--- config.mk ---
export PLATFORM = sky130hd
export DESIGN_NAME = otter_mmio_hub
export DESIGN_NICKNAME = d
export VERILOG_FILES = /design/src/rtl/otter_mmio_pkg.sv /design/src/rtl/btn_debounce.sv /design/src/rtl/otter_mmio_hub.sv
export SDC_FILE = /design/constraint.sdc
export NUM_CORES = 1
export LEC_CHECK = 0
export BUFFER_PORTS_ARGS = -buffer_cell sky130_fd_sc_hd__buf_2
export CAP_MARGIN = 20
export CORE_ASPECT_RATIO = 0.75
export CORE_MARGIN = 8
export CORE_UTILIZATION = 35
export DETAILED_ROUTE_END_ITERATION = 8
export PLACE_DENSITY_LB_ADDON = 0.12
export SYNTH_ARGS = -nofsm -noshare
export SYNTH_HDL_FRONTEND = slang
export SYNTH_SLANG_ARGS = --single-unit
export TNS_END_PERCENT = 50
--- constraint.sdc ---
create_clock -name CLK -period 1.8 [get_ports CLK]
set_input_delay 0.18 -clock CLK [delete_from_list [all_inputs] [get_ports CLK]]
set_output_delay 0.18 -clock CLK [all_outputs]
set_load 0.1 [all_outputs]
--- src/rtl/otter_mmio_pkg.sv ---
// Shared constants and address helper for the OTTER MMIO hub.
package otter_mmio_pkg;

  localparam logic [31:0] BASE_ADDR_DEF   = 32'h1100_0000;
  localparam logic [31:0] SLOT_STRIDE_DEF = 32'h0000_0020;

  // Control slots sit directly after the input and output slots.
  localparam int unsigned LVL_OFS  = 0;
  localparam int unsigned PEND_OFS = 1;
  localparam int unsigned MASK_OFS = 2;

  function automatic logic [31:0] slot_addr(input logic [31:0] base,
                                            input logic [31:0] stride,
                                            input int unsigned k);
    return base + (32'(k) * stride);
  endfunction

endpackage

--- src/rtl/btn_debounce.sv ---
// One button: 2-flop synchroniser, stability counter, and a rising-edge pulse
// that fires in the cycle the debounced level goes high.
module btn_debounce #(
  parameter int unsigned DB_CYCLES = 4
) (
  input  logic clk_i,
  input  logic rst_n_i,
  input  logic btn_i,
  output logic level_o,
  output logic rise_c_o
);

  localparam int unsigned CNT_W = (DB_CYCLES > 1) ? $clog2(DB_CYCLES) : 1;
  localparam logic [CNT_W-1:0] CNT_LAST = CNT_W'(DB_CYCLES - 1);

  logic             meta_q, sync_q;
  logic             db_q, db_d;
  logic [CNT_W-1:0] cnt_q, cnt_d;

  always_ff @(posedge clk_i) begin
    if (!rst_n_i) begin
      meta_q <= 1'b0;
      sync_q <= 1'b0;
      db_q   <= 1'b0;
      cnt_q  <= '0;
    end else begin
      meta_q <= btn_i;
      sync_q <= meta_q;
      db_q   <= db_d;
      cnt_q  <= cnt_d;
    end
  end

  // Any return to the debounced value restarts the stability count.
  always_comb begin
    db_d     = db_q;
    cnt_d    = '0;
    rise_c_o = 1'b0;
    if (sync_q != db_q) begin
      if (cnt_q == CNT_LAST) begin
        db_d     = sync_q;
        rise_c_o = sync_q;
      end else begin
        cnt_d = cnt_q + CNT_W'(1);
      end
    end
  end

  assign level_o = db_q;

endmodule

--- src/rtl/otter_mmio_hub.sv ---
// Parametrised IOBUS peripheral hub: synchronised inputs, readable output
// registers, and debounced buttons feeding a maskable interrupt.
module otter_mmio_hub
  import otter_mmio_pkg::*;
#(
  parameter logic [31:0] BASE_ADDR   = BASE_ADDR_DEF,
  parameter logic [31:0] SLOT_STRIDE = SLOT_STRIDE_DEF,
  parameter int unsigned N_IN        = 1,
  parameter int unsigned IN_W        = 16,
  parameter int unsigned N_OUT       = 2,
  parameter int unsigned OUT_W       = 16,
  parameter int unsigned N_BTN       = 4,
  parameter int unsigned DB_CYCLES   = 4
) (
  input  logic                   CLK,
  input  logic                   RST_N,
  input  logic [31:0]            IOBUS_ADDR,
  input  logic [31:0]            IOBUS_OUT,
  input  logic                   IOBUS_WR,
  output logic [31:0]            IOBUS_IN,
  input  logic [N_IN*IN_W-1:0]   IN_DATA,
  input  logic [N_BTN-1:0]       BTN,
  output logic [N_OUT*OUT_W-1:0] OUT_DATA,
  output logic                   INTR
);

  localparam int unsigned CTRL_BASE = N_IN + N_OUT;
  localparam int unsigned LVL_SLOT  = CTRL_BASE + LVL_OFS;
  localparam int unsigned PEND_SLOT = CTRL_BASE + PEND_OFS;
  localparam int unsigned MASK_SLOT = CTRL_BASE + MASK_OFS;

  logic [N_IN*IN_W-1:0]   in_meta_q, in_sync_q;
  logic [N_OUT*OUT_W-1:0] out_q, out_d;
  logic [N_BTN-1:0]       pend_q, pend_d;
  logic [N_BTN-1:0]       mask_q, mask_d;
  logic [N_BTN-1:0]       btn_lvl;
  logic [N_BTN-1:0]       btn_rise_c;

  logic [N_IN-1:0]  in_hit_c;
  logic [N_OUT-1:0] out_hit_c;
  logic             lvl_hit_c, pend_hit_c, mask_hit_c;

  // Write data is only partially consumed when registers are narrower than 32.
  logic unused_wdata;
  assign unused_wdata = ^IOBUS_OUT;

  for (genvar b = 0; b < N_BTN; b++) begin : g_btn
    btn_debounce #(
      .DB_CYCLES (DB_CYCLES)
    ) u_db (
      .clk_i    (CLK),
      .rst_n_i  (RST_N),
      .btn_i    (BTN[b]),
      .level_o  (btn_lvl[b]),
      .rise_c_o (btn_rise_c[b])
    );
  end

  // Exact-match slot decode.
  always_comb begin
    in_hit_c  = '0;
    out_hit_c = '0;
    for (int unsigned i = 0; i < N_IN; i++)
      in_hit_c[i] = (IOBUS_ADDR == slot_addr(BASE_ADDR, SLOT_STRIDE, i));
    for (int unsigned j = 0; j < N_OUT; j++)
      out_hit_c[j] = (IOBUS_ADDR == slot_addr(BASE_ADDR, SLOT_STRIDE, N_IN + j));
    lvl_hit_c  = (IOBUS_ADDR == slot_addr(BASE_ADDR, SLOT_STRIDE, LVL_SLOT));
    pend_hit_c = (IOBUS_ADDR == slot_addr(BASE_ADDR, SLOT_STRIDE, PEND_SLOT));
    mask_hit_c = (IOBUS_ADDR == slot_addr(BASE_ADDR, SLOT_STRIDE, MASK_SLOT));
  end

  // Write path; an edge landing with a W1C on the same bit keeps the bit set.
  always_comb begin
    out_d  = out_q;
    mask_d = mask_q;
    pend_d = pend_q;
    if (IOBUS_WR) begin
      for (int unsigned j = 0; j < N_OUT; j++)
        if (out_hit_c[j]) out_d[j*OUT_W +: OUT_W] = IOBUS_OUT[OUT_W-1:0];
      if (mask_hit_c) mask_d = IOBUS_OUT[N_BTN-1:0];
      if (pend_hit_c) pend_d = pend_q & ~IOBUS_OUT[N_BTN-1:0];
    end
    pend_d = pend_d | btn_rise_c;
  end

  always_ff @(posedge CLK) begin
    if (!RST_N) begin
      in_meta_q <= '0;
      in_sync_q <= '0;
      out_q     <= '0;
      pend_q    <= '0;
      mask_q    <= '0;
    end else begin
      in_meta_q <= IN_DATA;
      in_sync_q <= in_meta_q;
      out_q     <= out_d;
      pend_q    <= pend_d;
      mask_q    <= mask_d;
    end
  end

  // Combinational read mux; unmapped addresses return zero.
  always_comb begin
    IOBUS_IN = '0;
    for (int unsigned i = 0; i < N_IN; i++)
      if (in_hit_c[i]) IOBUS_IN = 32'(in_sync_q[i*IN_W +: IN_W]);
    for (int unsigned j = 0; j < N_OUT; j++)
      if (out_hit_c[j]) IOBUS_IN = 32'(out_q[j*OUT_W +: OUT_W]);
    if (lvl_hit_c)  IOBUS_IN = 32'(btn_lvl);
    if (pend_hit_c) IOBUS_IN = 32'(pend_q);
    if (mask_hit_c) IOBUS_IN = 32'(mask_q);
  end

  assign OUT_DATA = out_q;
  assign INTR     = |(pend_q & mask_q);

endmodule

=== After elaboration in Yosys (flattened, before gate mapping) ===
Cells that the tools add are included.

* Register bits after elaboration: 92
* Input bits: 87
* Output and inout port bits: 65
* Logic and storage cells: 77

* $add $sub $neg: 4
* Eq/ne operators: 14
* Mux-type cells: 16
* Bitwise gates (word level): 9
* Reductions and logical operators: 12

{| class="wikitable"
|+ Operators by type and width
! cell !! number
|-
| 32-bit by 29-bit equality test with 1-bit output, second input constant || 6
|-
| 32-bit two-way mux || 5
|-
| 16-bit two-way mux || 1
|-
| 2-bit AND reduction || 7
|-
| 3-bit OR reduction || 4
|-
| 2-bit by 1-bit adder with 2-bit output, second input constant || 4
|-
| 4-bit AND || 2
|-
| 2-bit equality test, second input constant || 4
|-
| 1-bit two-way mux || 8
|-
| 4-bit two-way mux || 2
|-
| 1-bit inverter || 5
|-
| 1-bit inequality test || 4
|-
| 4-bit inverter || 1
|-
| 4-bit OR || 1
|-
| 4-bit OR reduction || 1
|}

=== Longest topological paths before layout ===
Gate-level depths: netlist of the first run.

* Depth in word-level cells: 7
* Depth in mapped cells: 5
* Depth with buffers taken out: 4

=== By module ===
Synthesis of the first run repeated with hierarchy kept, for this count alone.

* Cells, all modules: 407
* Area, all modules: 3972.6 sq um

{| class="wikitable"
|+ By module, submodules not included
! module !! instances !! cells an instance !! area an instance (sq um) !! seq. area each (sq um)
|-
| otter_mmio_hub || 1 || 343 || 3256.9 || 1441.4
|-
| btn_debounce || 4 || 16 || 178.9 || 100.1
|}

=== Worst setup path after synthesis of the first run ===
No wires, ideal clock.

* Path type: register to output
* Start point: register out_q[0] (netlist: OUT_DATA[0])
* End point: output port IOBUS_IN[0]
* Data arrival time: 3.470 ns
* Data required time: 1.620 ns
* Path slack: -1.850 ns
* Stages on the path, launching flop included: 4
* Path buffers: 0
* Path through: dfxtp_1 > mux4_2 > a22oi_1 > nor3_1

* Word-level cells in the longest chain between the ends: 5

{| class="wikitable"
|+ Ends and longest elaborated chain
! item !! RTL line !! source
|-
| start, declared || otter_mmio_hub.sv:33 || <nowiki>logic [N_OUT*OUT_W-1:0] out_q, out_d;</nowiki>
|-
| start signal, assigned || otter_mmio_hub.sv:96 || <nowiki>out_q <= out_d;</nowiki>
|-
| 32-bit two-way mux (2 in series) || otter_mmio_hub.sv:108 || <nowiki>if (out_hit_c[j]) IOBUS_IN = 32'(out_q[j*OUT_W +: OUT_W]);</nowiki>
|-
| 32-bit two-way mux || otter_mmio_hub.sv:109 || <nowiki>if (lvl_hit_c) IOBUS_IN = 32'(btn_lvl);</nowiki>
|-
| 32-bit two-way mux || otter_mmio_hub.sv:110 || <nowiki>if (pend_hit_c) IOBUS_IN = 32'(pend_q);</nowiki>
|-
| 32-bit two-way mux || otter_mmio_hub.sv:111 || <nowiki>if (mask_hit_c) IOBUS_IN = 32'(mask_q);</nowiki>
|-
| end, declared || otter_mmio_hub.sv:20 || <nowiki>output logic [31:0] IOBUS_IN,</nowiki>
|}

Every way passes these cells.

=== Worst setup path after layout of the first run ===
* Start point: register out_q[19] (netlist: OUT_DATA[19])
* End point: output port IOBUS_IN[3]

* Word-level cells in the longest chain between the ends: 4

{| class="wikitable"
|+ Ends and longest elaborated chain
! item !! RTL line
|-
| 32-bit two-way mux || otter_mmio_hub.sv:108
|-
| 32-bit two-way mux || otter_mmio_hub.sv:109
|-
| 32-bit two-way mux || otter_mmio_hub.sv:110
|-
| 32-bit two-way mux || otter_mmio_hub.sv:111
|}

Every way passes these cells.

==> results of run 1 <==
-- state kept, by name, summed over array words and instances (netlist names) --
signal	count
OUT_DATA	32
g_btn.u_db.cnt_q	8
g_btn.u_db.level_o	4
g_btn.u_db.meta_q	4
g_btn.u_db.sync_q	4
in_meta_q	16
in_sync_q	16
mask_q	4
pend_q	4
-- power groups by stage --
stage | combinational (mW) | sequential [mW] | clock [mW]
after floorplan | 0.303 | 2.12 | 0
after global placement | 0.409 | 2.13 | 0
after detailed placement | 0.414 | 2.13 | 0
after CTS | 0.420 | 2.08 | 1.84
after global routing | 0.453 | 2.09 | 1.93
final | 0.421 | 2.08 | 1.78
-- kinds of logic after synthesis --
group,count (synthesis),synth area share (%)
and+or+nand+nor,168,25.90
other,1,0.09431
AOI/OAI and AO/OA,23,3.272
buffers and inverters,41,5.790
DFF,92,46.32
xor gates and xnor gates,4,0.8810
muxes,60,16.49
adders and majority gates,4,1.259
-- cell usage in the layout (no fill, tap or decap), types with 2 or more instances in the layout --
master / n
sky130_fd_sc_hd__a22oi_1: 2
sky130_fd_sc_hd__a22oi_2: 4
sky130_fd_sc_hd__and2_1: 40
sky130_fd_sc_hd__and2_4: 11
sky130_fd_sc_hd__and4b_1: 4
sky130_fd_sc_hd__buf_12: 20
sky130_fd_sc_hd__buf_2: 101
sky130_fd_sc_hd__buf_4: 22
sky130_fd_sc_hd__buf_6: 3
sky130_fd_sc_hd__clkbuf_16: 9
sky130_fd_sc_hd__clkinvlp_4: 3
sky130_fd_sc_hd__conb_1: 16
sky130_fd_sc_hd__dfxtp_1: 79
sky130_fd_sc_hd__dfxtp_2: 5
sky130_fd_sc_hd__dfxtp_4: 8
sky130_fd_sc_hd__ha_1: 4
sky130_fd_sc_hd__inv_1: 5
sky130_fd_sc_hd__inv_6: 2
sky130_fd_sc_hd__mux2_2: 4
sky130_fd_sc_hd__mux2i_1: 52
sky130_fd_sc_hd__mux4_2: 4
sky130_fd_sc_hd__nand2_1: 72
sky130_fd_sc_hd__nand4b_1: 5
sky130_fd_sc_hd__nor2b_1: 6
sky130_fd_sc_hd__nor3_4: 4
sky130_fd_sc_hd__nor4_1: 5
sky130_fd_sc_hd__nor4_2: 2
sky130_fd_sc_hd__nor4_4: 4
sky130_fd_sc_hd__nor4b_4: 3
sky130_fd_sc_hd__nor4bb_1: 4
sky130_fd_sc_hd__o21ai_0: 16
sky130_fd_sc_hd__xor2_1: 4
-- through the flow --
stage | area [µm²] | setup TNS [ns] | std cells | hold slack (ns) | utilization (%)
6_report | 5555 | -0.3156 | 674 | 0.04122 | 50.58
2_1_floorplan | 4160 | -1.737 | 408 | 0.3073 | -
3_3_place_gp | 5096 | -1.390 | 651 | 0.3877 | 46.40
4_1_cts | 5529 | -0.8264 | 674 | 0.02478 | 50.34
3_5_place_dp | 5096 | -2.155 | 651 | 0.3882 | 46.40
5_1_grt | 5555 | -1.428 | 674 | 0.03028 | 50.58
-- per-layer routing --
metal,part of all wire (%),track usage (%),routed length [µm],vias up
met5,0,0,0,-
met4,1.2,4.918,123,0
met3,6.9,5.194,722,10
met2,43,20.95,4435,93
met1,49,18.17,5138,1393
li1,-,-,-,1571
-- layout make-up --
cell class	count	area [µm²]
clock inverters	7	61.31
repair buffers	146	1105
flip-flops and latches	92	1878
inverters	5	18.77
multi-input cells	275	2092
well taps	140	175.2
fillers	1019	5428
clock buffers	9	225.2
-- how the worst max path moves through the flow --
| stage | startpoint | endpoint | depth (start not counted) |
|---|---|---|---|
| 2_1_floorplan | IOBUS_ADDR[26] | IOBUS_IN[0] | 4 |
| 3_3_place_gp | IOBUS_ADDR[1] | IOBUS_IN[15] | 7 |
| 3_5_place_dp | IOBUS_ADDR[1] | IOBUS_IN[4] | 7 |
| 4_1_cts | OUT_DATA[19]$_SDFFE_PN0P_ | IOBUS_IN[3] | 5 |
| 5_1_grt | IOBUS_ADDR[1] | IOBUS_IN[4] | 7 |
| 6_report | OUT_DATA[19]$_SDFFE_PN0P_ | IOBUS_IN[3] | 5 |
-- what timing repair did --
action	in CTS	in global routing
buffers inserted	7	0
resized for setup	26	6
setup endpoints to repair	16	16
pin swaps	15	0
-- synth_stat cells (5+ instances only) --
cell type / instances
sky130_fd_sc_hd__inv_1: 5
sky130_fd_sc_hd__nand4b_1: 5
sky130_fd_sc_hd__a22oi_1: 6
sky130_fd_sc_hd__clkbuf_1: 17
sky130_fd_sc_hd__dfxtp_1: 92
sky130_fd_sc_hd__nor4_1: 6
sky130_fd_sc_hd__nand2_1: 73
sky130_fd_sc_hd__mux2i_1: 52
sky130_fd_sc_hd__nor2b_1: 6
sky130_fd_sc_hd__buf_4: 16
sky130_fd_sc_hd__and2_1: 52
sky130_fd_sc_hd__o21ai_0: 16
==> results.json, run 1 <==
{
  "status": "complete, but fails checks",
  "failed_checks": "negative setup slack",
  "antennaDiodeCount": 0,
  "detail_route.drc_violations": 0,
  "floorplan.core_area_um2": 10980,
  "p_leak_nw": 2.455,
  "port-buffer-count": 119,
  "via_per_inst": 4.550,
  "timing.hold.worst.class": "input pin to flop",
  "detailedRoute.firstIterationViolations": 159,
  "inserted_clock_buffers": 9,
  "net-switching-power_mw": 1.128,
  "hold_end": "in_meta_q[10]$_SDFF_PN0_",
  "yosys-top-cells-area": "sky130_fd_sc_hd__dfxtp_1, sky130_fd_sc_hd__mux2i_1, sky130_fd_sc_hd__and2_1",
  "report.final.slew_viol_count": 0,
  "place.gp.congestion": 0.7720,
  "synth_cell_types": 32,
  "drive_above_1_share_pct": 40.64,
  "cp.arrival_ns": 1.69,
  "slew_headroom_pct": 66.19,
  "clk_transition_reported_paths_ns": 0.07,
  "first_pass_grt_wire_length_um": 16680,
  "worst_path_cell_chain": "mux4_2, a22oi_2, buf_4, nor3_4, buf_12",
  "final_setup_slack_of_the_worst_path_ns": -0.06519,
  "detailedPlace.worstSlack_ns": -0.1290,
  "cts_sinks": 92,
  "cellPowerDensity_nw_per_um2": 771.5,
  "layout.nets": 620,
  "internal_power_mw": 3.158,
  "post-synth-top-area-cell": "sky130_fd_sc_hd__dfxtp_1",
  "min_from": "IN_DATA[10]",
  "timing.final.crit_share_pct": 103.6,
  "synth.cell_area_um2": 3976,
  "routed_wire_length_per_instance_um": 15.46,
  "seq_power_share_pct": 48.6,
  "peak_clock_frequency_supported_by_timing_mhz": 536.1,
  "tritoncts": "done",
  "global_route.usage.total_pct": 13.96,
  "period_needed_ns": 1.865,
  "first_pass_iteration_count_of_the_detailed_router": 4,
  "critical_path.max_stage_delay_ns": 0.50,
  "synth_ff_type": "sky130_fd_sc_hd__dfxtp_1",
  "grt_antenna_before_repair": 0,
  "hold_violations": 0,
  "timing.final.setup_violations": 16,
  "combinationalPowerShare_pct": 9.8,
  "die_width_um": 139.1,
  "synth.yosys.seq_area_share_pct": 46.32,
  "mean_instance_size_in_the_synthesized_netlist_um2": 10.12,
  "grt_max_degree": 59,
  "worst-r2r-setup-slack_ns": 0.81,
  "final_antenna_net_count": 0,
  "clock_latency_ns": 0.34,
  "num_vias": 3067,
  "switching_share_pct": 26.33,
  "area_growth_pct": 39.71,
  "ioPinCount": 152,
  "clockRootBuffer": "sky130_fd_sc_hd__clkbuf_16",
  "worst_r2r_endpoint": "g_btn[1].u_db.cnt_q[0]$_SDFF_PP0_",
  "routed_wl_um": 10420,
  "synth_warnings": 0,
  "holdBufCountCts": 0,
  "initial_core_util_pct": 36.20,
  "grt_setup_unrepaired": "yes",
  "power.share.clock_pct": 41.6,
  "post_synth_inst_count": 393,
  "async_reset_ff_share_pct": 0,
  "first_global_vias": 3104,
  "max_cap_violations": 0,
  "cpLargestDelayFamily": "multiplexers",
  "total_power_mw": 4.286,
  "fin_skew_ns": 0.007032,
  "cts_buffer_depth": 2,
  "critical_path_buf_inv_count": 2,
  "synth_top_cell_area_share_pct": 46.32,
  "detailedPlacementHpwl_um": 7927,
  "worstPathRequired_ns": 1.62,
  "die_h_um": 108.3,
  "yosys_register_bits": 92,
  "placementRows": 33,
  "holdPathStages": 2,
  "htree_levels": 3,
  "library_cell_contributing_the_largest_single_delay_on_the_critical_path": "sky130_fd_sc_hd__mux4_2",
  "synth-edff-count": 0,
  "worst_r2r_startpoint": "g_btn[1].u_db.level_o$_SDFFE_PN0P_",
  "timing.reg2reg.worst_path_depth": 3,
  "crit_end_category": "output port",
  "critPathKind": "flop to output port",
  "critical_path_peak_fanout": 2,
  "die_area_um2": 15060,
  "power.ir.vdd_worst_mv": 0.4364,
  "overflow": 0,
  "tightest_slew_ns": 0.5106,
  "type_of_element_launching_the_critical_path": "flop"
}
Note: power is estimated with default switching activity, not from simulation.
==> inputs of run 2 (changes only) <==
CORE_UTILIZATION = 44   (was 35)
==> results.json, run 2 (same netlist as run 1, synthesis figures left out) <==
{
  "first_pass_grt_wire_length_um": 16440,
  "routed_wire_length_per_instance_um": 15.47,
  "worst_r2r_startpoint": "g_btn[2].u_db.cnt_q[0]$_SDFF_PP0_",
  "placement.cell_area_um2": 5056,
  "timing.final.setup_violations": 15,
  "worst_path_cell_chain": "buf_6, nor2_4, or4b_4, nor4b_2, buf_4, and2_2, buf_12",
  "htree_levels": 3,
  "grt_setup_unrepaired": "yes",
  "largest_reg_flops": 32,
  "library_cell_contributing_the_largest_single_delay_on_the_critical_path": "sky130_fd_sc_hd__or4b_4",
  "overflow": 0,
  "failed_checks": "negative setup slack",
  "p_leak_nw": 2.431,
  "peak_clock_frequency_supported_by_timing_mhz": 539.9,
  "detailedPlacementHpwl_um": 7420,
  "crit_end_category": "output port",
  "num_vias": 3105,
  "layout_common_cells": "sky130_fd_sc_hd__buf_2, sky130_fd_sc_hd__dfxtp_1, sky130_fd_sc_hd__nand2_1",
  "place.gp.congestion": 0.7826,
  "cpLargestDelayFamily": "simple AND/OR/NAND/NOR gates",
  "critical_path.max_stage_delay_ns": 0.47,
  "cts_buffer_depth": 2,
  "area_growth_pct": 37.67,
  "port-buffer-count": 119,
  "routed_wl_um": 9947,
  "hold_end": "in_meta_q[7]$_SDFF_PN0_",
  "final_antenna_net_count": 0,
  "grt_max_degree": 113,
  "initial_core_util_pct": 44.51,
  "timing.reg2reg.worst_path_depth": 3,
  "fin_skew_ns": 0.006101,
  "layout.nets": 617,
  "timing.final.crit_share_pct": 102.9,
  "die_h_um": 98.33,
  "cts_sinks": 92,
  "total_power_mw": 4.344,
  "status": "complete, but fails checks",
  "period_needed_ns": 1.852,
  "via_per_inst": 4.829,
  "grt_antenna_before_repair": 1,
  "report.final.slew_viol_count": 0,
  "placementRows": 30,
  "timing.hold.worst.class": "input pin to flop",
  "floorplan.core_area_um2": 8934,
  "detailedRoute.firstIterationViolations": 208,
  "critical_path_buf_inv_count": 3,
  "hold_violations": 0,
  "final.fill_count": 750,
  "clockRootBuffer": "sky130_fd_sc_hd__clkbuf_16",
  "detail_route.drc_violations": 0,
  "power.ir.vdd_worst_mv": 0.5102,
  "clock_latency_ns": 0.33,
  "first_global_vias": 3173,
  "stdcell_area_um2": 5474,
  "clk_transition_reported_paths_ns": 0.06,
  "inserted_clock_buffers": 9,
  "global_route.usage.total_pct": 16.31,
  "type_of_element_launching_the_critical_path": "input pin",
  "worst_r2r_endpoint": "g_btn[2].u_db.level_o$_SDFFE_PN0P_",
  "ioPinCount": 152,
  "holdBufCountCts": 0,
  "worst-r2r-setup-slack_ns": 0.84,
  "tritoncts": "done",
  "setup-tns-final_ns": -0.3032,
  "first_pass_iteration_count_of_the_detailed_router": 4,
  "max_cap_violations": 0,
  "holdPathStages": 2,
  "cp.arrival_ns": 1.67,
  "cellPowerDensity_nw_per_um2": 793.6,
  "final_setup_slack_of_the_worst_path_ns": -0.05232,
  "final_common_cell": "sky130_fd_sc_hd__buf_2",
  "worstPathRequired_ns": 1.62,
  "critPathKind": "input pin to output port",
  "die_width_um": 125.8,
  "min_from": "IN_DATA[7]",
  "critical_path_peak_fanout": 12,
  "drive_above_1_share_pct": 39.81,
  "die_area_um2": 12370
}
run 2: changes by cell type in the layout (fill, tap and decap cells not counted), sizes merged:
cell,change
clkinvlp,-3
buf,-3
clkbuf,+1
diode,+1
bufinv,+1
run 2: worst max path at each step:
stage	from	endpoint	slack [ns]	depth (start not counted)
floorplan	IOBUS_ADDR[26]	IOBUS_IN[0]	-0.16	4
global placement	IOBUS_ADDR[1]	IOBUS_IN[4]	-0.07	7
detailed placement	IOBUS_ADDR[1]	IOBUS_IN[4]	-0.09	7
CTS	IOBUS_ADDR[1]	IOBUS_IN[4]	-0.05	7
global route	IOBUS_ADDR[0]	IOBUS_IN[4]	-0.11	7
finish	IOBUS_ADDR[1]	IOBUS_IN[4]	-0.05	7
run 2: routing by layer:
metal  routed length [µm]  vias up  track usage [%]  part of all wire, %
met1                 4547     1432            20.32                   46
met3                  693        6            5.117                  7.0
met4                   93        0            5.253                 0.93
met2                 4613       95            26.30                   46
li1                     -     1572                -                    -
met5                    0        -                0                    0
run 2: power breakdown:
part | switching [mW] | internal, mW
clock network | 0.772 | 1.08
registers | 0.0133 | 2.07
logic | 0.282 | 0.130
run 2: area by class of cell:
cell class              instances  area [µm²]  share of cell area (%)
multi-input cells             275        2082                   38.03
flip-flops and latches         92        1877                   34.29
repair buffers                143        1064                   19.43
clock buffers                  10       229.0                   4.183
well taps                     112       140.1                   2.560
clock inverters                 5       61.31                   1.120
inverters                       5       18.77                  0.3429
diodes                          1       2.502                 0.04571
run 2: metrics by stage:
stage / hold WS (ns) / worst slack [ns] / std cells / util (%)
after floorplan: 0.3073 / -0.1615 / 408 / -
after global placement: 0.3849 / -0.07001 / 622 / 56.60
after detailed placement: 0.3884 / -0.09421 / 622 / 56.60
after CTS: 0.03889 / -0.05422 / 642 / 61.25
after global routing: 0.04389 / -0.1075 / 643 / 61.27
final: 0.04833 / -0.05232 / 643 / 61.27
run 2: repair_timing:
item | in CTS | in global routing
buffers inserted | 5 | 0
pin swaps | 13 | 0
gates resized for setup | 24 | 0
endpoints found under the setup margin | 16 | 16
==> inputs of run 3 (changes only) <==
RECOVER_POWER = 25   (was unset)
==> results.json, run 3 (same netlist as run 1, synthesis figures left out) <==
{
  "status": "complete, but fails checks",
  "failed_checks": "negative setup slack",
  "grt_setup_unrepaired": "yes",
  "via_per_inst": 4.834,
  "tritoncts": "done",
  "type_of_element_launching_the_critical_path": "input pin",
  "floorplan.core_area_um2": 8934,
  "library_cell_contributing_the_largest_single_delay_on_the_critical_path": "sky130_fd_sc_hd__or4b_4",
  "num_vias": 3108,
  "utilization_pct": 61.13,
  "clk_transition_reported_paths_ns": 0.06,
  "min_from": "IN_DATA[7]",
  "peak_clock_frequency_supported_by_timing_mhz": 540.2,
  "final_setup_slack_of_the_worst_path_ns": -0.05104,
  "port-buffer-count": 119,
  "htree_levels": 3,
  "globalRouteMet3Util_pct": 5.117,
  "hold_end": "in_meta_q[7]$_SDFF_PN0_",
  "routed_wl_um": 9964,
  "critical_path.max_stage_delay_ns": 0.47,
  "holdPathStages": 2,
  "cellPowerDensity_nw_per_um2": 794.4,
  "timing.final.setup_violations": 15,
  "cts_sinks": 92,
  "p_leak_nw": 2.424,
  "holdBufCountCts": 0,
  "detailedRoute.firstIterationViolations": 188,
  "crit_end_category": "output port",
  "layout.nets": 617,
  "critical_path.startpoint": "IOBUS_ADDR[1]",
  "initial_core_util_pct": 44.51,
  "layout_common_cells": "sky130_fd_sc_hd__buf_2, sky130_fd_sc_hd__dfxtp_1, sky130_fd_sc_hd__nand2_1",
  "largest_reg_flops": 32,
  "place.gp.congestion": 0.7826,
  "clockRootBuffer": "sky130_fd_sc_hd__clkbuf_16",
  "overflow": 0,
  "grt_antenna_before_repair": 1,
  "global_route.usage.total_pct": 16.31,
  "max_cap_violations": 0,
  "grt_max_degree": 113,
  "globalRoute.busiestLayer": "met2",
  "fin_skew_ns": 0.006145,
  "first_pass_iteration_count_of_the_detailed_router": 4,
  "final.fill_count": 752,
  "period_needed_ns": 1.851,
  "inserted_clock_buffers": 9,
  "first_pass_grt_wire_length_um": 16440,
  "report.final.slew_viol_count": 0,
  "timing.reg2reg.worst_path_depth": 3,
  "cts_buffer_depth": 2,
  "worstPathRequired_ns": 1.62,
  "power.ir.vdd_worst_mv": 0.5100,
  "detail_route.drc_violations": 0,
  "worst_r2r_startpoint": "g_btn[2].u_db.cnt_q[0]$_SDFF_PP0_",
  "die_area_um2": 12370,
  "worst-r2r-setup-slack_ns": 0.84,
  "cp.arrival_ns": 1.67,
  "final_common_cell": "sky130_fd_sc_hd__buf_2",
  "final_antenna_net_count": 0,
  "worst_path_cell_chain": "buf_6, nor2_4, or4b_4, nor4b_2, buf_4, and2_2, buf_12",
  "timing.final.crit_share_pct": 102.8,
  "globalRouteMet2Util_pct": 26.30,
  "worst_r2r_endpoint": "g_btn[2].u_db.level_o$_SDFFE_PN0P_",
  "detailedPlacementHpwl_um": 7420,
  "hold_violations": 0,
  "first_global_vias": 3173,
  "die_h_um": 98.33,
  "ioPinCount": 152,
  "global_route.usage.met1_pct": 20.32,
  "placementRows": 30,
  "slew_headroom_pct": 31.91,
  "drive_above_1_share_pct": 39.81,
  "routed_wire_length_per_instance_um": 15.50,
  "clock_latency_ns": 0.33,
  "critical_path_peak_fanout": 12,
  "total_power_mw": 4.339,
  "timing.hold.worst.class": "input pin to flop",
  "area_growth_pct": 37.35,
  "tightest_slew_ns": 1.021,
  "die_width_um": 125.8,
  "critPathKind": "input pin to output port"
}
-- run 3: cell types whose count changed in the layout (fill, tap and decap cells not counted), sizes merged --
cell / delta
buf: -1
clkbuf: +1
-- run 3: per-stage QoR --
| stage | setup WS [ns] | setup TNS, ns | std cells | instance area, µm² | hold WS, ns |
|---|---|---|---|---|---|
| 6_report | -0.05104 | -0.3052 | 643 | 5461 | 0.04917 |
| 5_1_grt | -0.1075 | -1.212 | 643 | 5461 | 0.04389 |
| 4_1_cts | -0.05422 | -0.4302 | 642 | 5472 | 0.03889 |
| 3_5_place_dp | -0.09421 | -1.474 | 622 | 5056 | 0.3884 |
| 3_3_place_gp | -0.07001 | -0.7758 | 622 | 5056 | 0.3849 |
| 2_1_floorplan | -0.1615 | -1.737 | 408 | 4160 | 0.3073 |
-- run 3: report_power, final --
group,switching [mW],internal [mW],total [mW]
sequential,0.0134,2.07,2.08
clock,0.770,1.08,1.85
combinational,0.281,0.127,0.409
total,1.06,3.27,4.34
-- run 3: worst max-delay path, delay by kind of cell --
kind / cells / cell delay [ns]
and+or+nand+nor: 4 / 0.99
buffers and inverters: 3 / 0.50
-- run 3: how the worst max path moves through the flow --
stage | end | cells past startpoint
floorplan | IOBUS_IN[0] | 4
global placement | IOBUS_IN[4] | 7
detailed placement | IOBUS_IN[4] | 7
CTS | IOBUS_IN[4] | 7
global route | IOBUS_IN[4] | 7
finish | IOBUS_IN[4] | 7
-- run 3: area by class of cell --
type	count	area (µm²)	area share, %
Antenna cell	1	2.502	0.04582
Clock buffer	10	229.0	4.192
Clock inverter	5	61.31	1.123
Inverter	5	18.77	0.3436
Multi-Input combinational cell	275	2082	38.12
Sequential cell	92	1877	34.36
Tap cell	112	140.1	2.566
Timing Repair Buffer	143	1051	19.24
-- run 3: timing repair --
item                       in CTS  in global routing
gates resized for setup        24                  0
pin swaps                      13                  0
setup endpoints to repair      16                 16
buffers inserted                5                  0
-- run 3: layer usage --
layer | share of wire [%] | routed length, µm
met4 | 0.93 | 93
met2 | 46 | 4622
met1 | 46 | 4582
met5 | 0 | 0
met3 | 6.7 | 666
